File: config.mk
export PLATFORM = sky130hd
export DESIGN_NAME = bcd_scan_display
export DESIGN_NICKNAME = d
export VERILOG_FILES = /design/src/rtl/bcd_pkg.sv /design/src/rtl/bcd_to_seg7.sv /design/src/rtl/bcd_scan_display.sv
export SDC_FILE = /design/constraint.sdc
export NUM_CORES = 1
export LEC_CHECK = 0
export BUFFER_PORTS_ARGS = -buffer_cell sky130_fd_sc_hd__clkbuf_2
export CAP_MARGIN = 15
export CELL_PAD_IN_SITES_DETAIL_PLACEMENT = 2
export CELL_PAD_IN_SITES_GLOBAL_PLACEMENT = 2
export CORE_AREA = 4 4 78 80
export DETAILED_ROUTE_END_ITERATION = 10
export DIE_AREA = 0 0 82 84
export PLACE_DENSITY_LB_ADDON = 0.1
export RECOVER_POWER = 25
export SLEW_MARGIN = 20
export SYNTH_ARGS = -nofsm -noshare
export SYNTH_HDL_FRONTEND = slang
export SYNTH_SLANG_ARGS = --single-unit
File: constraint.sdc
create_clock -name Clock -period 2.25 [get_ports Clock]
set_input_delay 0.45 -clock Clock [delete_from_list [all_inputs] [get_ports Clock]]
set_output_delay 0.45 -clock Clock [all_outputs]
set_load 0.005 [all_outputs]
File: src/rtl/bcd_pkg.sv
// Shared constants for the two-digit BCD scan display: segment patterns and scan states.
package bcd_pkg;

    // Seven-segment patterns, bit order {g,f,e,d,c,b,a}, active-low (0 lights a segment)
    localparam logic [6:0] SEG_0   = 7'b1000000;
    localparam logic [6:0] SEG_1   = 7'b1111001;
    localparam logic [6:0] SEG_2   = 7'b0100100;
    localparam logic [6:0] SEG_3   = 7'b0110000;
    localparam logic [6:0] SEG_4   = 7'b0011001;
    localparam logic [6:0] SEG_5   = 7'b0010010;
    localparam logic [6:0] SEG_6   = 7'b0000010;
    localparam logic [6:0] SEG_7   = 7'b1111000;
    localparam logic [6:0] SEG_8   = 7'b0000000;
    localparam logic [6:0] SEG_9   = 7'b0010000;
    localparam logic [6:0] SEG_E   = 7'b0000110;
    localparam logic [6:0] SEG_OFF = 7'b1111111;

    // Which digit is being scanned: SCAN0 = ones, SCAN1 = tens
    typedef enum logic {
        SCAN0 = 1'b0,
        SCAN1 = 1'b1
    } scan_state_t;

endpackage

File: src/rtl/bcd_to_seg7.sv
// Combinational BCD to active-low seven-segment decoder; codes 10-15 show "E".
module bcd_to_seg7
    import bcd_pkg::*;
(
    input  logic [3:0] digit,
    output logic [6:0] seg
);

    // Pattern lookup for one digit
    always_comb begin
        seg = SEG_E;
        case (digit)
            4'd0:    seg = SEG_0;
            4'd1:    seg = SEG_1;
            4'd2:    seg = SEG_2;
            4'd3:    seg = SEG_3;
            4'd4:    seg = SEG_4;
            4'd5:    seg = SEG_5;
            4'd6:    seg = SEG_6;
            4'd7:    seg = SEG_7;
            4'd8:    seg = SEG_8;
            4'd9:    seg = SEG_9;
            default: seg = SEG_E;
        endcase
    end

endmodule

File: src/rtl/bcd_scan_display.sv
// Two-digit multiplexed seven-segment driver with frame-synchronous load handshake,
// leading-zero blanking of the tens digit and an out-of-range digit flag.
module bcd_scan_display
    import bcd_pkg::*;
#(
    parameter int SCAN_DIV       = 50000,
    parameter bit SEG_ACTIVE_LOW = 1'b1
) (
    input  logic       Clock,
    input  logic       Resetn,
    input  logic       Load,
    input  logic [3:0] D0,
    input  logic [3:0] D1,
    input  logic       Blank,
    output logic       Ready,
    output logic [6:0] Seg,
    output logic [1:0] DigitEn,
    output logic       Err
);

    localparam int         CNT_W     = (SCAN_DIV > 2) ? $clog2(SCAN_DIV) : 1;
    localparam logic [6:0] SEG_RESET = SEG_ACTIVE_LOW ? SEG_OFF : ~SEG_OFF;

    logic [CNT_W-1:0] count;
    scan_state_t      state;
    scan_state_t      next_state;
    logic             tc;
    logic             boundary;
    logic [3:0]       disp_d0;
    logic [3:0]       disp_d1;
    logic [3:0]       pend_d0;
    logic [3:0]       pend_d1;
    logic [3:0]       active_digit;
    logic [6:0]       dec_seg;
    logic [6:0]       seg_low;
    logic             blank_now;

    assign tc       = (count == CNT_W'(SCAN_DIV - 1));
    assign boundary = tc && (state == SCAN1);

    // Per-digit dwell divider, wraps at terminal count
    always_ff @(posedge Clock or negedge Resetn) begin
        if (!Resetn) count <= '0;
        else         count <= tc ? '0 : count + 1'b1;
    end

    // Scan state register
    always_ff @(posedge Clock or negedge Resetn) begin
        if (!Resetn) state <= SCAN0;
        else         state <= next_state;
    end

    // Scan state transitions: alternate digits on each terminal count
    always_comb begin
        next_state = state;
        case (state)
            SCAN0:   if (tc) next_state = SCAN1;
            SCAN1:   if (tc) next_state = SCAN0;
            default: next_state = SCAN0;
        endcase
    end

    // Load handshake: capture into pending, move to display at the frame boundary.
    // A transfer takes priority; a load arriving while Ready=0 is dropped.
    always_ff @(posedge Clock or negedge Resetn) begin
        if (!Resetn) begin
            pend_d0 <= '0;
            pend_d1 <= '0;
            disp_d0 <= '0;
            disp_d1 <= '0;
            Ready   <= 1'b1;
            Err     <= 1'b0;
        end else if (boundary && !Ready) begin
            disp_d0 <= pend_d0;
            disp_d1 <= pend_d1;
            Ready   <= 1'b1;
            Err     <= (pend_d0 > 4'd9) || (pend_d1 > 4'd9);
        end else if (Load && Ready) begin
            pend_d0 <= D0;
            pend_d1 <= D1;
            Ready   <= 1'b0;
        end
    end

    assign active_digit = (state == SCAN0) ? disp_d0 : disp_d1;
    assign blank_now    = (state == SCAN1) && Blank && (disp_d1 == 4'd0);

    bcd_to_seg7 u_dec (
        .digit (active_digit),
        .seg   (dec_seg)
    );

    assign seg_low = blank_now ? SEG_OFF : dec_seg;

    // Registered display outputs, one cycle behind state/count
    always_ff @(posedge Clock or negedge Resetn) begin
        if (!Resetn) begin
            Seg     <= SEG_RESET;
            DigitEn <= 2'b00;
        end else begin
            Seg     <= SEG_ACTIVE_LOW ? seg_low : ~seg_low;
            DigitEn <= (state == SCAN0) ? 2'b01 : 2'b10;
        end
    end

endmodule

==> results.md, run 1 <==
- Diodes inserted: 0
- Top_reg_cell synth: dfrtp_1
- Die H: 84 microns
- Top cells by area, synth: dfrtp_1 (46%), dfstp_2 (11%), mux2_2 (9.7%), ha_1 (4.4%), xnor2_1 (4.0%)
- Antenna violation net count after detailed routing: 0
- DRT iter0 DRCs: 28
- WHS: 0.3815 ns
- Synth async-reset ratio: 100.0%
- Worst Tran Pin Value: 1.272 ns
- Final worst slack: 0.2400 ns
- Die Wd: 82 microns
- Crit path DAT: 2.19 ns
- Design Area, Final: 2281 sq um
- Layout cells sized above 1: 30.41%
- Max-Cap Viols: 0
- Initial Utilization: 36.48%
- Clk root buf: clkbuf_8
- Io pins: 23
- Post-placement worst setup slack: 0.2346 ns
- Final hold vios: 0
- Relative slew slack: 15.23%
- Crit end category: flip-flop
- Mapped cell area: 1972 sq um
- Register area share after synthesis: 56.35%
- Total number of vias: 1,337
- Syn_nets: 182
- P&R area growth vs syn: 15.67%
- Filler Cells Inserted: 571
- HPWL after DPL: 3257 microns
- Final WL: 4242 microns
- Vias in the first global route: 1,550
- Commonest cells in the netlist: dfrtp_1 (36), mux2_2 (17), nor2_1 (14)
- Area post-placement: 2192 sq um
- Setup Skew: 0.004814 ns
- CP cell instances: nor2_1, nand3_1, nor4_1, and3_1, ha_1, nor2b_1, buf_4, mux2_2
- Post-route core utilization: 42.20%
- Peak supply drop: 0.2212 mV
- Gp weighted congestion: 0.7499
- Most frequent cell after synthesis: dfrtp_1
- Sinks on Clock Net: 44
- Die area: 6888 sq um
- Post-synth top area share: 45.69%
- Crit path required time: 2.43 ns
- Cts hold-fix bufs: 0
- Post-DR wirelength/cell: 15.95 microns
- EDFF count, synth: 0
- Post-Syn Instances: 163
- Final setup vio count: 0
- Worst skew pair latency: 0.29 ns
- DR vias/cell: 5.026
- Yosys warnings: 0
- Placement row count: 27
- LEAKAGE: 1.096 nW
- Core area: 5405 sq um
- Post-CTS setup buffers: 0
- Synth unique cells: 31
- Worst Hold Class: in2reg
- Unrepaired setup endpoints after global routing: false
- CTS H-Tree Depth: 2
- TritonRoute pass-1 iters: 4
- Crit path kind: reg2reg
- Global-route wire length before repair: 7465 microns
- I/O Buffers: 22
- # resized after CTS: 0
- # nets final: 212
- Setup TNS: 0 ns
- Area leader, netlist: dfrtp_1
- Largest net degree at the start of global routing: 24
- Crit-path slowest cell: dfrtp_1
- Status: finished clean
- DRC viols: 0
- Max stage delay on crit path: 0.45 ns
- Worst-path clk slew: 0.08 ns
- Initial antenna violation count: 0
- Max Slew Vio Count: 0
- Synth Register Bits: 44
- Clk buf depth: 2
- PD cells: 585.5 nW/um^2
- Startpoint Class: flip-flop
- Congestion Overflow GR: 0
- Maximum clock frequency: 0.4975 GHz
- Num CTS Buffers: 5
- Worst Path Max Fanout: 10
- Syn Area/Cell: 12.10 sq um
- Final min period: 2.010 ns
- Fin crit share: 89.33%
- CTS tree: yes
- GRT Total Usage: 14.15%
registers in the layout (all words and copies together) (netlist names):
name	cells
count	16
pend_d1	4
pend_d0	4
Seg	7
disp_d0	4
state	1
Ready	1
DigitEn	2
Err	1
disp_d1	4
metal layers:
metal / global-route usage [%] / share of wire (%) / vias to the layer above
li1: - / - / 636
met1: 16.41 / 42 / 673
met2: 24.76 / 53 / 22
met3: 3.672 / 3.6 / 6
met4: 4.532 / 1.5 / 0
met5: 0 / 0 / -
worst max-delay path, delay by kind of cell (launching register included):
family	cells	cell delay, ns
adders and majority gates	1	0.16
buffers and inverters	1	0.19
DFF	1	0.45
muxes	1	0.35
and+or+nand+nor	5	0.74
final timing paths:
kind                                         from                     end  slack [ns]  cells past startpoint
min in group asynchronous                  Resetn  pend_d1[3]$_DFFE_PN0P_        0.41                      1
setup reg to reg               count[4]$_DFF_PN0_  disp_d1[1]$_DFFE_PN0P_        0.24                      8
max in group asynchronous                  Resetn        Seg[1]$_DFF_PN1_        0.82                      2
setup / recovery               count[4]$_DFF_PN0_  disp_d1[1]$_DFFE_PN0P_        0.24                      8
hold reg to reg            pend_d1[0]$_DFFE_PN0P_  pend_d1[0]$_DFFE_PN0P_        0.51                      1
hold / removal                              D0[1]  pend_d0[1]$_DFFE_PN0P_        0.38                      2
cell usage in the layout, fill, tap and decap left out, types with 3 or more instances in the layout:
cell / synthesis / routed
nor3_1: 3 / 3
nor4_1: 5 / 5
xnor2_1: 9 / 9
clkbuf_1: 2 / 3
a21oi_1: 3 / 3
dfrtp_1: 36 / 36
nor2_1: 14 / 14
o21ai_0: 9 / 9
mux2i_1: 5 / 5
xor2_1: 5 / 5
ha_1: 7 / 7
mux2_2: 17 / 17
clkbuf_8: 0 / 6
clkbuf_2: 1 / 21
nand4_1: 6 / 6
nand2_1: 9 / 9
buf_4: 0 / 4
nand3_1: 5 / 5
inv_1: 4 / 4
dfstp_2: 8 / 8
cell type report:
class,instances,area (sq um),area share [%]
inverter,4,15.01,0.6583
multi-input combinational,111,828.3,36.31
clock inverter,1,7.507,0.3291
timing repair buffer,27,142.6,6.253
tap,72,90.09,3.950
sequential,44,1111,48.71
clock buffer,7,86.33,3.785
per-stage QoR:
stage,power (mW),cells
2_1_floorplan,0.8063,163
3_3_place_gp,0.8331,258
3_5_place_dp,0.8345,258
4_1_cts,1.360,266
5_1_grt,1.406,266
6_report,1.335,266
power breakdown:
part	total, mW	switching (mW)	internal (mW)
Combinational	0.0258	0.0178	0.00802
Sequential	0.791	0	0.791
Clock	0.519	0.269	0.250
Total	1.34	0.287	1.05
logic make-up (layout without fill, tap and decap cells):
family,Yosys count,count (layout),share of synthesized area [%]
AO/OA/AOI/OAI,16,16,4.569
XOR/XNOR,14,14,6.218
adder cells (fa/ha/maj),7,7,4.441
buffers and inverters,8,39,1.649
flip-flops,44,44,56.34
multiplexers,22,22,12.25
AND/OR/NAND/NOR,52,52,14.53
No activity file was read; power rests on OpenSTA's default activity.
==> run 2: changes to the inputs <==
Settings changed: CORE_AREA 4 4 78 80 to 4 4 77 79, DIE_AREA 0 0 82 84 to 0 0 81 83, SYNTH_HIERARCHICAL set to 1.
==> results.md, run 2 <==
- Die area: 6723 sq um (-2.4%)
- Final min period: 2.028 ns (+0.01823 ns)
- Cell count of the worst reg-to-reg path: 8 (unchanged)
- Crit path kind: reg2reg
- Crit end category: flip-flop
- Worst Path Max Fanout: 10 (unchanged)
- # nets final: 214 (+0.94%)
- Startpoint Class: flip-flop
- Diodes inserted: 0 (unchanged)
- HPWL after DPL: 3295 microns (+1.2%)
- RR Startpoint: count[5]$_DFF_PN0_
- Global-route wire length before repair: 7596 microns (+1.8%)
- Worst Tran Pin Value: 0.9419 ns (-0.3297 ns)
- Fin crit share: 90.14% (+0.81 points)
- Register area share after synthesis: 55.26% (-1.1 points)
- Most frequent cell after synthesis: dfrtp_1
- Largest registers: count: 16 flops, Seg: 7 flops
- Hold path endpoint: pend_d1[2]$_DFFE_PN0P_
- Reg2reg end: disp_d1[3]$_DFFE_PN0P_
- Max Slew Vio Count: 0 (unchanged)
- Setup Skew: 0.003747 ns (-0.001067 ns)
- GRT Total Usage: 14.97% (+0.82 points)
- FF-to-FF setup slack: 0.22 ns (-0.02 ns)
- Status: finished clean
- Initial Utilization: 37.67% (+1.2 points)
- Antenna violation net count after detailed routing: 0 (unchanged)
- Syn_nets: 184 (+1.1%)
- Max FFs per register: 16 (unchanged)
- Top_reg_cell synth: dfrtp_1
- Crit path required time: 2.44 ns (about the same)
- Post-Syn Instances: 165 (+1.2%)
- Hold Path Cell Cnt: 2 (unchanged)
- Layout cells sized above 1: 31.63% (+1.2 points)
- Worst setup path start: count[5]$_DFF_PN0_
- Post-DR wirelength/cell: 15.99 microns (+0.24%)
- Sinks on Clock Net: 44 (unchanged)
- Die Wd: 81 microns (-1.2%)
- EDFF count, synth: 0 (unchanged)
- Mapped cell area: 2011 sq um (+2.0%)
- Worst skew pair latency: 0.30 ns (about the same)
- DR vias/cell: 4.951 (-1.5%)
- Final hold vios: 0 (unchanged)
- Area leader, netlist: dfrtp_1
- Gp weighted congestion: 0.7459 (-0.53%)
- Relative slew slack: 37.21% (+22 points)
- Initial antenna violation count: 0 (unchanged)
- Core area: 5338 sq um (-1.2%)
- Worst Hold Class: in2reg
- DRT iter0 DRCs: 31 (+11%)
- Num CTS Buffers: 5 (unchanged)
- Placement row count: 27 (unchanged)
- Top reg by flops: count
- Congestion Overflow GR: 0 (unchanged)
- Yosys warnings: 6 (+6)
- Most common cell after layout, fill and taps aside: dfrtp_1
- Synth unique cells: 34 (+9.7%)
- DRC viols: 0 (unchanged)
- Crit path DAT: 2.22 ns (+0.03 ns)
- Final worst slack: 0.2218 ns (-0.01823 ns)
- Setup TNS: 0 ns (unchanged)
- Clk root buf: clkbuf_8
- Io pins: 23 (unchanged)
- Max-Cap Viols: 0 (unchanged)
- Final WL: 4284 microns (+0.99%)
- Post-synth top area share: 44.80% (-0.88 points)
- CTS tree: yes
- Synth Register Bits: 44 (unchanged)
- I/O Buffers: 22 (unchanged)
- Vias in the first global route: 1,535 (-0.97%)
- LEAKAGE: 1.107 nW (+1.1%)
- TritonRoute pass-1 iters: 4 (unchanged)
- Maximum clock frequency: 0.4930 GHz (-0.90%)
- Hold path startpoint: D1[2]
- Largest net degree at the start of global routing: 22 (-8.3%)
- Commonest cells in the netlist: dfrtp_1 (36), mux2_2 (20), nor2_1 (14)
- Final setup vio count: 0 (unchanged)
- Peak supply drop: 0.3128 mV (+41%)
- Die H: 83 microns (-1.2%)
- Top cells by area, synth: dfrtp_1 (45%), mux2_2 (11%), dfstp_2 (10%), ha_1 (4.4%), xnor2_1 (3.9%)
- Clk buf depth: 2 (unchanged)
- Post-placement worst setup slack: 0.2111 ns (-0.02342 ns)
- Most frequent cells in the layout: dfrtp_1 (36), clkbuf_2 (22), mux2_2 (20), nor2_1 (13), nand2b_1 (10)
- CTS H-Tree Depth: 2 (unchanged)
- PD cells: 577.2 nW/um^2 (-1.4%)
- Synth async-reset ratio: 100.0% (unchanged)
- P&R area growth vs syn: 14.81%
- Worst-path clk slew: 0.08 ns (about the same)
- Total number of vias: 1,327 (-0.75%)
- Syn Area/Cell: 12.19 sq um (+0.73%)
- Unrepaired setup endpoints after global routing: false
[run 2: critical path, cell delays in order (launching register included)]
cell     delay, ns
dfrtp_1       0.44
nor2_2        0.15
nand3_1       0.09
nor4_1        0.21
and3_1        0.19
ha_1          0.15
nor2b_1       0.14
buf_4         0.19
mux2_2        0.35
[run 2: where the power goes]
part | switching, mW | internal [mW] | total, mW
registers | 0 | 0.791 | 0.791
logic | 0.0182 | 0.00914 | 0.0273
clock network | 0.269 | 0.245 | 0.514
total | 0.288 | 1.04 | 1.33
[run 2: worst max-delay path by stage]
stage                              to  slack [ns]  cells past startpoint
5_1_grt        disp_d1[3]$_DFFE_PN0P_        0.02                      8
4_1_cts        disp_d1[3]$_DFFE_PN0P_        0.20                      8
2_1_floorplan  disp_d0[0]$_DFFE_PN0P_        0.21                      8
3_3_place_gp   disp_d1[0]$_DFFE_PN0P_        0.29                      8
3_5_place_dp   disp_d1[3]$_DFFE_PN0P_        0.21                      8
6_report       disp_d1[3]$_DFFE_PN0P_        0.22                      8
[run 2: layout make-up]
cell class | instances | area [sq um]
fill | 590 | 3029
tap | 72 | 90.09
multi-input combinational | 114 | 864.6
timing repair buffer | 26 | 135.1
clock inverter | 2 | 10.01
sequential | 44 | 1111
inverter | 4 | 15.01
clock buffer | 6 | 82.58
[run 2: logic make-up (layout without fill, tap and decap cells)]
family,Yosys count,after routing,share of synthesized area (%)
AND/OR/NAND/NOR,61,61,17.61
flip-flops,44,44,55.26
multiplexers,21,21,11.70
XOR/XNOR,14,14,6.098
AO/OA/AOI/OAI,11,11,3.112
adder cells (fa/ha/maj),7,7,4.356
buffers and inverters,7,38,1.867
[run 2: repair_timing]
action,4_1_cts,5_1_grt
setup buffers,0,0
hold buffers,1,0
endpoints found under the setup margin,0,5
gates resized for setup,0,1
endpoints found under the hold margin,3,0
[run 2: per-stage QoR]
stage                     total power [mW]  utilization [%]  instance area [sq um]  std cells  hold WS (ns)
after floorplan                     0.8070                -                   2011        165        0.1544
after CTS                            1.364            43.34                   2313        268        0.3584
final                                1.332            43.25                   2308        268        0.3741
after detailed placement            0.8351            41.42                   2211        259        0.2983
after global routing                 1.412            43.25                   2308        268        0.3583
after global placement              0.8330            41.42                   2211        259        0.2914
[run 2: metal layers]
metal | track usage (%) | vias to the layer above | routed length [microns]
li1 | - | 633 | -
met1 | 19.11 | 667 | 1887
met2 | 23.60 | 20 | 2149
met3 | 3.905 | 7 | 163
met4 | 6.452 | 0 | 85
met5 | 0 | - | 0
==> run 3: changes to the inputs <==
Settings changed: BUFFER_PORTS_ARGS -buffer_cell sky130_fd_sc_hd__clkbuf_2 to -buffer_cell sky130_fd_sc_hd__buf_2.
==> results.md, run 3 (same netlist as run 2, synthesis figures left out) <==
- Worst Hold Class: in2reg
- Io pins: 23 (unchanged)
- CTS tree: yes
- Final hold vios: 0 (unchanged)
- Layout cells sized above 1: 33.51% (+1.9 points)
- LEAKAGE: 1.108 nW (about the same)
- Congestion Overflow GR: 0 (unchanged)
- PD cells: 579.0 nW/um^2 (+0.31%)
- Crit path kind: reg2reg
- HPWL after DPL: 3163 microns (-4.0%)
- Die Wd: 81 microns (unchanged)
- Max Slew Vio Count: 0 (unchanged)
- Die area: 6723 sq um (unchanged)
- Peak supply drop: 0.3335 mV (+6.6%)
- Num CTS Buffers: 5 (unchanged)
- Filler Cells Inserted: 578 (-2.0%)
- Max-Cap Viols: 0 (unchanged)
- Final setup vio count: 0 (unchanged)
- Relative slew slack: 27.85% (-9.4 points)
- Crit path required time: 2.44 ns (about the same)
- P&R area growth vs syn: 14.31%
- Placement row count: 27 (unchanged)
- FF-to-FF setup slack: 0.22 ns (about the same)
- Setup Skew: 0.005085 ns (+0.001338 ns)
- Fin crit share: 90.21% (about the same)
- CTS H-Tree Depth: 2 (unchanged)
- Initial antenna violation count: 0 (unchanged)
- DR vias/cell: 5.034 (+1.7%)
- Unrepaired setup endpoints after global routing: false
- Clk root buf: clkbuf_8
- Startpoint Class: flip-flop
- Gp weighted congestion: 0.7429 (-0.40%)
- Status: finished clean
- Clk buf depth: 2 (unchanged)
- Post-route core utilization: 43.06% (-0.19 points)
- Worst Path Max Fanout: 10 (unchanged)
- Max FFs per register: 16 (unchanged)
- Most common cell after layout, fill and taps aside: dfrtp_1
- Antenna violation net count after detailed routing: 0 (unchanged)
- Total number of vias: 1,339 (+0.90%)
- Die H: 83 microns (unchanged)
- Post-DR wirelength/cell: 16.12 microns (+0.87%)
- GRT Total Usage: 15.15% (+0.18 points)
- Vias in the first global route: 1,555 (+1.3%)
- Worst Tran Pin Value: 1.082 ns (+0.1404 ns)
- DRC viols: 0 (unchanged)
- Worst-path clk slew: 0.08 ns (about the same)
- Final WL: 4289 microns (+0.12%)
- Top reg by flops: count
- Initial Utilization: 37.67% (unchanged)
- Setup TNS: 0 ns (unchanged)
- Largest net degree at the start of global routing: 45 (+100%)
- TritonRoute pass-1 iters: 4 (unchanged)
- Core area: 5338 sq um (unchanged)
- Final min period: 2.030 ns (+0.001557 ns)
- Worst skew pair latency: 0.30 ns (about the same)
- # nets final: 212 (-0.93%)
- Crit end category: flip-flop
- Maximum clock frequency: 0.4927 GHz (about the same)
- Largest registers: count: 16 flops, Seg: 7 flops
- Crit path DAT: 2.22 ns (about the same)
- DRT iter0 DRCs: 26 (-16%)
- Global-route wire length before repair: 7728 microns (+1.7%)
- I/O Buffers: 22 (unchanged)
- Diodes inserted: 0 (unchanged)
- Sinks on Clock Net: 44 (unchanged)
- Most frequent cells in the layout: dfrtp_1 (34), buf_2 (22), mux2_2 (20), nor2_1 (13), nand2b_1 (10)
-- run 3: cell count changes in the layout (fill, tap and decap cells not counted), sizes merged --
cell / change
clkbuf: -23
dlygate4sd3: -1
buf: +22
-- run 3: repair_timing --
item                       in CTS  in global routing
setup buffers                   0                  0
hold buffers                    0                  0
gates resized for setup         0                  3
setup endpoints to repair       0                  8
-- run 3: report_power, final --
| group | total, mW | internal (mW) | switching, mW |
|---|---|---|---|
| registers | 0.791 | 0.791 | 0 |
| clock network | 0.515 | 0.245 | 0.270 |
| logic | 0.0252 | 0.00780 | 0.0174 |
| total | 1.33 | 1.04 | 0.287 |
-- run 3: path summary, 6_finish.rpt --
check,to,from,depth (start not counted)
worst max-delay path,disp_d0[2]$_DFFE_PN0P_,count[5]$_DFF_PN0_,8
worst min-delay path,pend_d1[0]$_DFFE_PN0P_,D1[0],2
worst max register to register,disp_d0[2]$_DFFE_PN0P_,count[5]$_DFF_PN0_,8
worst min register to register,pend_d1[0]$_DFFE_PN0P_,pend_d1[0]$_DFFE_PN0P_,1
max in group asynchronous,count[4]$_DFF_PN0_,Resetn,2
min in group asynchronous,DigitEn[0]$_DFF_PN0_,Resetn,2
-- run 3: final cells by class --
class	instances	area (sq um)	area share, %
well taps	72	90.09	3.919
clock inverters	2	10.01	0.4355
clock buffers	6	82.58	3.593
inverters	4	15.01	0.6532
repair buffers	24	122.6	5.335
multi-input cells	114	864.6	37.62
flip-flops and latches	44	1114	48.45
-- run 3: worst max-delay path, stage by stage (launching register included) --
cell and delay [ns]:
dfrtp_2 0.45, nor2_2 0.14, nand3_1 0.08, nor4_1 0.23
and3_1 0.20, ha_1 0.15, nor2b_1 0.13, buf_4 0.19
mux2_2 0.35
-- run 3: metrics by stage --
stage	total power [mW]	hold slack, ns	instance area [sq um]	worst slack, ns	std cells
global placement	0.8346	0.4423	2216	0.2931	258
detailed placement	0.8366	0.4558	2216	0.1563	258
finish	1.331	0.3750	2298	0.2202	266
CTS	1.365	0.1211	2308	0.1305	266
floorplan	0.8070	0.1544	2011	0.2059	165
global route	1.398	0.3641	2298	0.004403	266
-- run 3: per-layer routing --
metal | track usage, % | up-vias | routed length [microns]
met4 | 7.834 | 0 | 94
met1 | 18.51 | 684 | 1876
met5 | 0 | - | 0
li1 | - | 629 | -
met3 | 2.928 | 5 | 131
met2 | 24.87 | 21 | 2187
